## src/rtl/ifetch_ctrl.sv

```systemverilog
// Instruction-fetch sequencer: owns the PC, fetches from a combinational imem and buffers {pc, instr} in a prefetch FIFO.
// Optional MISALIGN_TRAP_EN: odd redirect targets are rejected and set a sticky misalign_err instead of being aligned.
module ifetch_ctrl #(
  parameter int               ADDR_W     = 16,
  parameter int               INSTR_W    = 16,
  parameter logic [ADDR_W-1:0] RESET_PC  = '0,
  parameter int               FIFO_DEPTH = 2
) (
  input  logic               clk,
  input  logic               rst_n,
  output logic [ADDR_W-1:0]  imem_addr,
  input  logic [INSTR_W-1:0] imem_instr,
  input  logic               halt_req,
  input  logic               redirect_valid,
  input  logic [ADDR_W-1:0]  redirect_pc,
  output logic               out_valid,
  input  logic               out_ready,
  output logic [INSTR_W-1:0] out_instr,
  output logic [ADDR_W-1:0]  out_pc,
  output logic               halted,
  output logic               misalign_err
);

  localparam int PTR_W = (FIFO_DEPTH > 1) ? $clog2(FIFO_DEPTH) : 1;
  localparam int CNT_W = PTR_W + 1;

  typedef enum logic [1:0] {BOOT, RUN, HALTED} state_t;

  state_t              state, state_nxt;
  logic [ADDR_W-1:0]   pc;
  logic [PTR_W-1:0]    rptr, wptr;
  logic [CNT_W-1:0]    count;
  logic [ADDR_W-1:0]   fifo_pc    [FIFO_DEPTH];
  logic [INSTR_W-1:0]  fifo_instr [FIFO_DEPTH];
  logic                pop, push, redir, trap;
  logic [ADDR_W-1:0]   redirect_target;

  assign imem_addr       = pc;
  assign out_valid       = (count != '0);
  assign out_instr       = fifo_instr[rptr];
  assign out_pc          = fifo_pc[rptr];
  assign halted          = (state == HALTED);
  assign redirect_target = redirect_pc & ~ADDR_W'(1);

  always_comb begin
    trap      = 1'b0;
    redir     = 1'b0;
    push      = 1'b0;
    pop       = out_valid && out_ready;
    state_nxt = state;
`ifdef MISALIGN_TRAP_EN
    // An odd target is swallowed entirely: the cycle behaves as if no redirect arrived.
    trap = redirect_valid && (state != BOOT) && redirect_pc[0];
`endif
    if (state == BOOT) begin
      state_nxt = RUN;
    end else if (redirect_valid && !trap) begin
      redir     = 1'b1;
      state_nxt = RUN;
    end else if (state == RUN) begin
      if (halt_req) state_nxt = HALTED;
      else          push = (count < CNT_W'(FIFO_DEPTH)) || pop;
    end
  end

  always_ff @(posedge clk or negedge rst_n) begin
    if (!rst_n) begin
      state <= BOOT;
      pc    <= RESET_PC;
      rptr  <= '0;
      wptr  <= '0;
      count <= '0;
      for (int unsigned i = 0; i < FIFO_DEPTH; i++) begin
        fifo_pc[i]    <= '0;
        fifo_instr[i] <= '0;
      end
    end else begin
      state <= state_nxt;
      if (redir) begin
        pc    <= redirect_target;
        rptr  <= '0;
        wptr  <= '0;
        count <= '0;
      end else begin
        if (push) begin
          fifo_pc[wptr]    <= pc;
          fifo_instr[wptr] <= imem_instr;
          wptr             <= wptr + PTR_W'(1);
          pc               <= pc + ADDR_W'(2);
        end
        if (pop) rptr <= rptr + PTR_W'(1);
        unique case ({push, pop})
          2'b10:   count <= count + CNT_W'(1);
          2'b01:   count <= count - CNT_W'(1);
          default: count <= count;
        endcase
      end
    end
  end

`ifdef MISALIGN_TRAP_EN
  logic err_q;
  always_ff @(posedge clk or negedge rst_n) begin
    if (!rst_n)    err_q <= 1'b0;
    else if (trap) err_q <= 1'b1;
  end
  assign misalign_err = err_q;
`else
  assign misalign_err = 1'b0;
`endif

endmodule

```

## config.mk

```make
export PLATFORM = sky130hd
export DESIGN_NAME = ifetch_ctrl
export DESIGN_NICKNAME = d
export VERILOG_FILES = /design/src/rtl/ifetch_ctrl.sv
export SDC_FILE = /design/constraint.sdc
export NUM_CORES = 1
export LEC_CHECK = 0
export ABC_AREA = 1
export CAP_MARGIN = 10
export CORE_MARGIN = 10
export CORE_UTILIZATION = 55
export CTS_CLUSTER_SIZE = 16
export DETAILED_ROUTE_END_ITERATION = 8
export MAX_ROUTING_LAYER = met4
export PLACE_DENSITY = 0.88
export SLEW_MARGIN = 20
export SYNTH_ARGS = -nofsm -noshare
export SYNTH_HDL_FRONTEND = slang
export SYNTH_SLANG_ARGS = --single-unit
```

## constraint.sdc

```tcl
create_clock -name clk -period 3.2 [get_ports clk]
set_input_delay 0.32 -clock clk [delete_from_list [all_inputs] [get_ports clk]]
set_output_delay 0.32 -clock clk [all_outputs]
set_load 0.005 [all_outputs]
```

==> results.md <==
- The run finished with clean final reports.
- The port buffer count is 83.
- The synthesized area divided by synthesized cell count is 7.72 um^2.
- The worst path setup slack after routing is 0.712 ns.
- For this run, design rule violations remaining after detail routing come to 0.
- The final hold violation count is 0.
- The kind of critical path is flip-flop to primary output.
- The number of distinct library cells after synthesis is 26.
- Of the total synthesized cell area, the portion taken by full adders, half adders and majority gates is 0.00306.
- The total number of yosys warnings is 0.
- The clock slew at the register clock pins of the worst setup and hold paths is 0.08 ns.
- The tree is rooted in a clkbuf_8.
- Yosys attributes the largest share of cell area to dfrtp_1 (51%), nand2_1 (17%), o21ai_0 (7.6%).
- The tool flagged a number of max-cap violations equal to 0.
- The critical path startpoint category is a flip-flop.
- The part of the Yosys area used for sequential elements is 0.508.
- The share of synthesized area in the top cell type comes to 0.508.
- The estimated wirelength of the detail-placed design is 6.96 mm.
- The number of detailed-route iterations in the first pass is 5.
- The post-CTS setup-driven buffer insertion count is 0.
- The floorplan step defined a die boundary enclosing 11,300 um^2.
- The standard-cell row count is 31.
- In the final design database the tool counted 634 nets.
- The TritonCTS buffer count is 9.
- The share of flip-flops with an asynchronous set or reset is 1.00.
- The dominant combinational cell family by area after synthesis is simple AND/OR/NAND/NOR gates.
- After technology mapping, the gate count stands at 529.
- After detailed routing, the average wire length per cell comes to 14.3 um.
- In this run the deepest clock path goes through 2 buffers.
- The placed instances occupy a cell area of 4890 um^2.
- Setup repair after global routing left no endpoint under its margin.
- The count of H-tree levels built during CTS is 3.
- The final count of pins violating max slew is 0.
- The via count is 3,692.
- The path class of the tightest hold or removal check is input port to asynchronous set/reset pin.
- The worst-margin pin slew is 0.922 ns.
- For the worst setup path, the data arrival time is 2.17 ns.
- Hold repair after CTS inserted 0 buffers.
- Compared with the post-synthesis result, the final layout area differs by 25.0%.
- For the worst setup path, the data required time is 2.88 ns.
- The category of the worst setup path capture point is a primary output.
- The DRC violation total after the first TritonRoute iteration is 188.
- The cell area that synthesis handed to floorplanning was 4090 um^2.
- The total overflow left after global routing is 0.
- The initial antenna violation count was 0.
- The largest fanout of any net on the critical path is 63.
- The mux share of post-synthesis cell area is 0.
- Of the cells placed in the final design, the portion with a size suffix greater than 1 is 0.0483.
- The maximum ir drop on the vdd rail is 421 uV.
- After detailed routing, the wire length on met1 is 4.55 mm.
- The cell type with the largest total area after synthesis is dfrtp_1.
- Clock latency on the worst-skew pair, taken at its later pin, is 0.35 ns.
- Yosys mapped a number of flops with a built-in enable equal to 0.
- The antenna diode count is 0.
- The number of setup violations in the final report is 0.
- The basic-gate share of the synthesized area counting and, or, nand and nor cells is 0.236.
- Of the total synthesized cell area, the portion taken by XOR and XNOR cells is 0.0171.
- Ranked by instance count, the synthesized netlist is headed by nand2_1 (183), dfrtp_1 (83), o21ai_0 (62), inv_1 (55), o21ai_1 (29).
- Post-CTS repair changed the size of 0 cells.
- Synthesis inferred 83 register bits.
- The overall die width is 106 um.
- Once detail routing completed, the nets flagged for antenna violations numbered 0.
- Of the available clock period, the critical path in the final layout requires 0.778.
- The compound-cell area share of the yosys netlist is 0.139.
- In this run the power density over the cells is 829 nW/um^2.
- Across the routed clock network, the largest skew measured is 0.00698 ns.
- The clock period minus final worst setup slack is 2.49 ns.
- The starting density of the core is 0.563.
- For this block, the routed nets add up to 10.0 mm of wire.
- The routed design uses 4.62 mm of met2 wire.
- The met3 layer wire length in the routed design is 720 um.
- The leading cell type by number of instances after synthesis is nand2_1.
- The worst slew margin relative to its limit is 0.385.
- The mean number of vias per cell is 5.28.
- The final sum of negative setup slack is 0 ns.
- The uppermost layer routed is met4.
- The number of clock sinks is 83.
- In this run the vertical extent of the chip is 106 um.
- The clock tree from TritonCTS is yes.
- The core region is 7250 um^2.
- For this run, the total global-route usage over all layers was measured as 0.184.
- The leakage power is 2.35 nW.
- Entering global routing, the biggest net connects 84 pins.
- The maximum frequency from static timing analysis is 0.402 GHz.
- The first global-routing pass estimated 17.0 mm of wire.
- The minimum setup slack after placement is 0.778 ns.
- The sum of internal, switching and leakage power is 0.00424 W.
- The most common flop cell mapped by yosys is dfrtp_1.
- After routing the design area is 5110 um^2.
- Routability-driven placement finished with a final weighted congestion of 0.874.
- The number of I/O pins is 88.
- The number of global-route vias before repair came to 3,685.
-- through the flow --
stage / cells / utilization / hold WS [ns]
after floorplan: 531 / - / 0.0244
after detailed placement: 684 / 0.674 / 0.486
after CTS: 699 / 0.704 / 0.180
after global routing: 699 / 0.704 / 0.0688
final: 699 / 0.704 / 0.00322
after global placement: 684 / 0.674 / 0.479
-- layer usage --
layer  global-route usage  vias to the layer above
met4               0.0677                        0
met5                    -                        -
met1                0.230                     1745
met2                0.283                      154
li1                     -                     1779
met3               0.0453                       14
-- cell families (layout without fill, tap and decap cells) --
group | count (synthesis) | after routing
and+or+nand+nor | 237 | 237
AOI/OAI and AO/OA | 109 | 109
buffers and inverters | 90 | 159
DFF | 83 | 83
xor gates and xnor gates | 8 | 8
adders and majority gates | 1 | 1
other | 1 | 3
-- worst max-delay path: stages, from the launching register on --
cell,delay (ns)
dfrtp_2,0.98
o21ai_0,0.31
clkdlybuf4s50_1,0.53
-- area by class of cell --
class	instances	area [um^2]
Timing Repair Buffer	84	840
Clock inverter	5	77.6
Tap cell	99	124
Inverter	60	225
Sequential cell	83	2080
Multi-Input combinational cell	358	1630
Clock buffer	10	138
Fill cell	610	2140
-- flip-flops by register name, indices dropped and copies added, names as in the netlist --
register and count:
wptr 1, fifo_instr 32, count 2, imem_addr 15, rptr 1, state 2
fifo_pc 30
-- worst paths after layout --
path | from | end | cells past startpoint | slack [ns]
min reg2reg | fifo_instr[2] | fifo_instr[2] | 2 | 0.50
min | rst_n | fifo_instr[23] | 1 | 0.003
max reg2reg | state[1] | fifo_instr[1] | 8 | 1.12
max | rptr | out_pc[7] | 2 | 0.71
min in group clk | fifo_instr[2] | fifo_instr[2] | 2 | 0.50
max in group asynchronous | rst_n | rptr | 1 | 2.67
-- cell usage in the layout, fill, tap and decap left out, drive strengths merged --
cell / count
a21oi: 13
nor2: 31
clkbuf: 10
clkinvlp: 1
bufinv: 2
inv: 60
nand4: 5
nand3: 16
clkinv: 2
xnor2: 1
o211ai: 4
nand2: 185
dfrtp: 83
xor2: 7
o21bai: 1
o21ai: 91
buf: 2
clkdlybuf4s50: 82
ha: 1
conb: 3
-- power breakdown --
group / switching [W] / internal [W] / leakage [nW]
sequential: 0.000324 / 0.00147 / 1.02
clock: 0.000363 / 0.000454 / 0.108
combinational: 0.000758 / 0.000871 / 1.22
No activity file was read; power rests on OpenSTA's default activity.
